`config.mk`:
```
export PLATFORM = sky130hd
export DESIGN_NAME = controlador_ventana_5x8
export DESIGN_NICKNAME = d
export VERILOG_FILES = /design/src/rtl/controlador_ventana_5x8.sv
export SDC_FILE = /design/constraint.sdc
export NUM_CORES = 1
export LEC_CHECK = 0
export CORE_MARGIN = 5
export CORE_UTILIZATION = 43
export CTS_CLUSTER_SIZE = 12
export DETAILED_ROUTE_END_ITERATION = 10
export MAX_ROUTING_LAYER = met4
export PLACE_DENSITY = 0.84
export SLEW_MARGIN = 20
export SYNTH_ARGS = -nofsm -noshare
export SYNTH_HDL_FRONTEND = slang
export SYNTH_SLANG_ARGS = --single-unit
```
`constraint.sdc`:
```
create_clock -name clk -period 4.7 [get_ports clk]
set_input_delay 1.41 -clock clk [delete_from_list [all_inputs] [get_ports clk]]
set_output_delay 1.41 -clock clk [all_outputs]
set_load 0.05 [all_outputs]
```
`src/rtl/controlador_ventana_5x8.sv`:
```
// controlador_ventana_5x8: walks the image in 8-pixel column blocks, loads 5 stacked words per window, hands each window to the filter
module controlador_ventana_5x8 #(
    parameter int ANCHO_BLOQUES  = 80,
    parameter int ALTO_FILAS     = 480,
    parameter int BITS_DIRECCION = 16
) (
    input  logic                      clk,
    input  logic                      reset,
    input  logic                      iniciar,
    output logic                      mem_leer,
    output logic [BITS_DIRECCION-1:0] mem_direccion,
    input  logic                      mem_valido,
    input  logic [63:0]               mem_datos,
    output logic                      guardar,
    output logic [63:0]               datos_ventana,
    output logic                      ventana_lista,
    input  logic                      filtro_listo,
    output logic [BITS_DIRECCION-1:0] columna,
    output logic [BITS_DIRECCION-1:0] fila,
    output logic                      ocupado,
    output logic                      terminado
);

    typedef enum logic [2:0] {REPOSO, LEER, ESPERAR, CARGAR, LISTA, AVANZAR, FIN} estado_t;

    localparam logic [BITS_DIRECCION-1:0] PASO     = BITS_DIRECCION'(ANCHO_BLOQUES);
    localparam logic [BITS_DIRECCION-1:0] ULT_COL  = BITS_DIRECCION'(ANCHO_BLOQUES - 1);
    localparam logic [BITS_DIRECCION-1:0] ULT_FILA = BITS_DIRECCION'(ALTO_FILAS - 5);
    localparam logic [BITS_DIRECCION-1:0] UNO      = BITS_DIRECCION'(1);

    estado_t                   estado, siguiente;
    logic [2:0]                k;
    logic [BITS_DIRECCION-1:0] base;
    logic [BITS_DIRECCION-1:0] direccion;
    logic [63:0]               dato;
    logic                      hay_columna, hay_fila, ultima_fila;

    // base tracks fila*ANCHO_BLOQUES+columna; moving one block right or wrapping to the next row both add exactly 1
    assign hay_columna   = columna < ULT_COL;
    assign hay_fila      = fila < ULT_FILA;
    assign ultima_fila   = k == 3'd4;
    assign mem_direccion = direccion;
    assign datos_ventana = dato;

    // state register
    always_ff @(posedge clk or posedge reset) begin
        if (reset)
            estado <= REPOSO;
        else
            estado <= siguiente;
    end

    // next-state logic
    always_comb begin
        siguiente = estado;
        case (estado)
            REPOSO:  siguiente = iniciar ? LEER : REPOSO;
            LEER:    siguiente = ESPERAR;
            ESPERAR: siguiente = mem_valido ? CARGAR : ESPERAR;
            CARGAR:  siguiente = ultima_fila ? LISTA : LEER;
            LISTA:   siguiente = filtro_listo ? AVANZAR : LISTA;
            AVANZAR: siguiente = (hay_columna || hay_fila) ? LEER : FIN;
            FIN:     siguiente = REPOSO;
            default: siguiente = REPOSO;
        endcase
    end

    // window position, row counter, address stepping and captured word
    always_ff @(posedge clk or posedge reset) begin
        if (reset) begin
            columna   <= '0;
            fila      <= '0;
            k         <= '0;
            base      <= '0;
            direccion <= '0;
            dato      <= '0;
        end else begin
            case (estado)
                REPOSO: if (iniciar) begin
                    columna   <= '0;
                    fila      <= '0;
                    k         <= '0;
                    base      <= '0;
                    direccion <= '0;
                end
                ESPERAR: if (mem_valido) dato <= mem_datos;
                CARGAR: begin
                    k <= ultima_fila ? 3'd0 : k + 3'd1;
                    if (!ultima_fila) direccion <= direccion + PASO;
                end
                AVANZAR: if (hay_columna || hay_fila) begin
                    columna   <= hay_columna ? columna + UNO : '0;
                    fila      <= hay_columna ? fila : fila + UNO;
                    base      <= base + UNO;
                    direccion <= base + UNO;
                end
                default: ;
            endcase
        end
    end

    // outputs decoded from the state
    always_comb begin
        mem_leer      = estado == LEER;
        guardar       = estado == CARGAR;
        ventana_lista = estado == LISTA;
        ocupado       = estado != REPOSO;
        terminado     = estado == FIN;
    end

    a_guardar_un_ciclo: assert property (@(posedge clk) disable iff (reset) guardar |=> !guardar);
    a_k_en_rango: assert property (@(posedge clk) disable iff (reset) k <= 3'd4);

endmodule
```
==> impl_metrics.json <==
{
  "tightest_slew_ns": 0.894,
  "dp_slack_ns": 0.996,
  "yosys_register_bits": 134,
  "cp.required_ns": 3.29,
  "slew_headroom_pct": 40.2,
  "hold_violations": 0,
  "fmax_ghz": 0.253,
  "antenna_cells": 0,
  "synth-compound-area-share_pct": 11.1,
  "cpMaxStageDelayCell": "clkdlybuf4s50_1",
  "clock_skew_ns": 0.0153,
  "placed_area_um2": 8110,
  "htree_levels": 4,
  "synthMuxAreaShare_pct": 13.8,
  "fin_crit_ns": 3.96,
  "synth_area_um2": 6080,
  "yosys.area_share.simple_pct": 13.5,
  "antenna_found_initial": 0,
  "dpl.hpwl_um": 12100,
  "wl_per_cell_um": 19.7,
  "cts_buffers": 17,
  "path_delay_family": "buffers and inverters",
  "cts_root_buf": "clkbuf_16",
  "cts_buffer_depth": 2,
  "layout_commonest_cell": "clkdlybuf4s50_1",
  "netlist_instances": 513,
  "p_per_area_nw_per_um2": 648,
  "rsz0062_at_grt": "false",
  "final_cell_mix": "185 x clkdlybuf4s50_1, 134 x dfrtp_1, 71 x mux2_2",
  "path_class": "register to output pin",
  "clkLatencyLatePin_ns": 0.42,
  "place.gp.congestion": 0.845,
  "synth-xor-area-share_pct": 1.87,
  "drc_errors": 0,
  "clkSlewWorstSetupHoldPaths_ns": 0.05,
  "die_area_um2": 16600,
  "drive_above_1_share_pct": 16.5,
  "hold_path_class": "register to register",
  "postCtsHoldBufs": 0,
  "setup_ws_ns": 0.741,
  "ctsResizeCount": 0,
  "nets": 768,
  "synth_fa_ha_area_share_pct": 1.23,
  "worstPathArrival_ns": 2.55,
  "crit_start": "estado[2]",
  "endpoint_kind": "output pin",
  "core_um2": 13900,
  "grt_pass1_wl_um": 28000,
  "grt_usage_pct": 22.3,
  "grt_pass1_vias": 5375,
  "grt_max_degree": 87,
  "synth_top_family_by_area": "multiplexers",
  "reg2reg_depth": 6,
  "crit_fanout": 18,
  "cts_tree": "done",
  "period_share_pct": 84.2,
  "area_growth_pct": 41.9,
  "seq_area_frac_synth_pct": 55.1,
  "synthArstFlopShare_pct": 100,
  "synth_flop_cell": "dfrtp_1",
  "rows": 43,
  "rrSetupSlack_ns": 1.83,
  "worstPathCellList": "nand3b_1, buf_4, inv_1, clkdlybuf4s50_1",
  "p_leak_nw": 3.54,
  "firstDrtPassIters": 4,
  "vias_per_cell": 5.66,
  "crit_end": "guardar",
  "num_vias": 4993,
  "start_util_pct": 43.8,
  "maxCapViolCount": 0,
  "clock-sinks": 134,
  "drv_slew": 0,
  "cts_setup_buffers": 0,
  "startpoint_type": "register",
  "die_w_um": 129,
  "slowest_delay_ns": 0.88,
  "portBuffers": 185,
  "synth_fp_nets": 588,
  "tns_ns": 0,
  "fin_area_um2": 8630,
  "power_mw": 5.59,
  "setup_violations": 0,
  "io_pins": 186,
  "yosys_warnings": 0,
  "ant_nets": 0,
  "totalWireLength_um": 17300,
  "syn_area_per_cell_um2": 11.9,
  "status": "finished clean",
  "ir_worst_vdd_v": 0.000689,
  "r2r-start": "estado[2]",
  "path_depth": 4,
  "crit_buf_inv": 3,
  "ys_types": 63,
  "grt_overflow_total": 0,
  "finish.utilization_pct": 62.2,
  "r2r-end": "mem_direccion[5]",
  "drtIter0Drc": 474,
  "synth_edf_count": 0,
  "die_h_um": 129
}
cell families (layout without fill, tap and decap cells):
kind of cell / Yosys count / count (layout)
adder cells (fa/ha/maj): 6 / 6
AND/OR/NAND/NOR: 145 / 145
flip-flops: 134 / 134
XOR/XNOR: 13 / 13
multiplexers: 75 / 75
AO/OA/AOI/OAI: 95 / 95
buffers and inverters: 45 / 234
metal layers:
metal / vias to the layer above / GRT usage (%) / routed length, um
met4: 0 / 7.47 / 359
met3: 25 / 9.51 / 1760
met5: - / - / 0
li1: 2256 / - / -
met1: 2478 / 24.3 / 6470
met2: 234 / 36.7 / 8750
power breakdown:
group	leakage, nW	switching (mW)	internal (mW)
Combinational	1.56	1.71	0.978
Clock	0.255	0.461	0.740
Sequential	1.73	0.231	1.48
Total	3.54	2.40	3.19
Yosys cell counts, types with 11 or more instances:
master / instances / share of area, %
dfrtp_1: 134 / 55
mux2_2: 71 / 13
nor2_1: 23 / 1.4
nand2_1: 22 / 1.4
o21ai_0: 20 / 1.6
nand4_1: 18 / 1.9
o31ai_1: 18 / 2.2
clkbuf_1: 16 / 0.99
nand3_1: 14 / 1.2
nor3_1: 14 / 1.2
buf_2: 12 / 0.99
inv_1: 12 / 0.74
and2_1: 11 / 1.1
xnor2_1: 11 / 1.6
sequential cells by signal, indices dropped and copies added, names as in the netlist:
register,flops
base,16
columna,16
datos_ventana,64
estado,3
fila,16
k,3
mem_direccion,16
how the worst min path moves through the flow:
stage,slack (ns),endpoint,cells past startpoint,start
3_5_place_dp,0.49,k[2],1,k[2]
2_1_floorplan,0.45,k[2],1,k[2]
5_1_grt,0.52,datos_ventana[6],1,datos_ventana[6]
6_report,0.49,k[2],1,k[2]
4_1_cts,0.50,k[2],1,k[2]
3_3_place_gp,0.47,k[2],1,k[2]
final cells by class:
type | count | area (um2)
Tap cell | 180 | 225
Timing Repair Buffer | 194 | 1930
Clock buffer | 23 | 468
Sequential cell | 134 | 3350
Fill cell | 1069 | 5250
Inverter | 12 | 48.8
Multi-Input combinational cell | 334 | 2550
Clock inverter | 5 | 52.6
metrics by stage:
step	instances	hold WS [ns]
floorplan	513	0.451
global placement	854	0.471
detailed placement	854	0.489
CTS	882	0.498
global route	882	0.523
finish	882	0.492
Note: power is estimated with default switching activity, not from simulation.
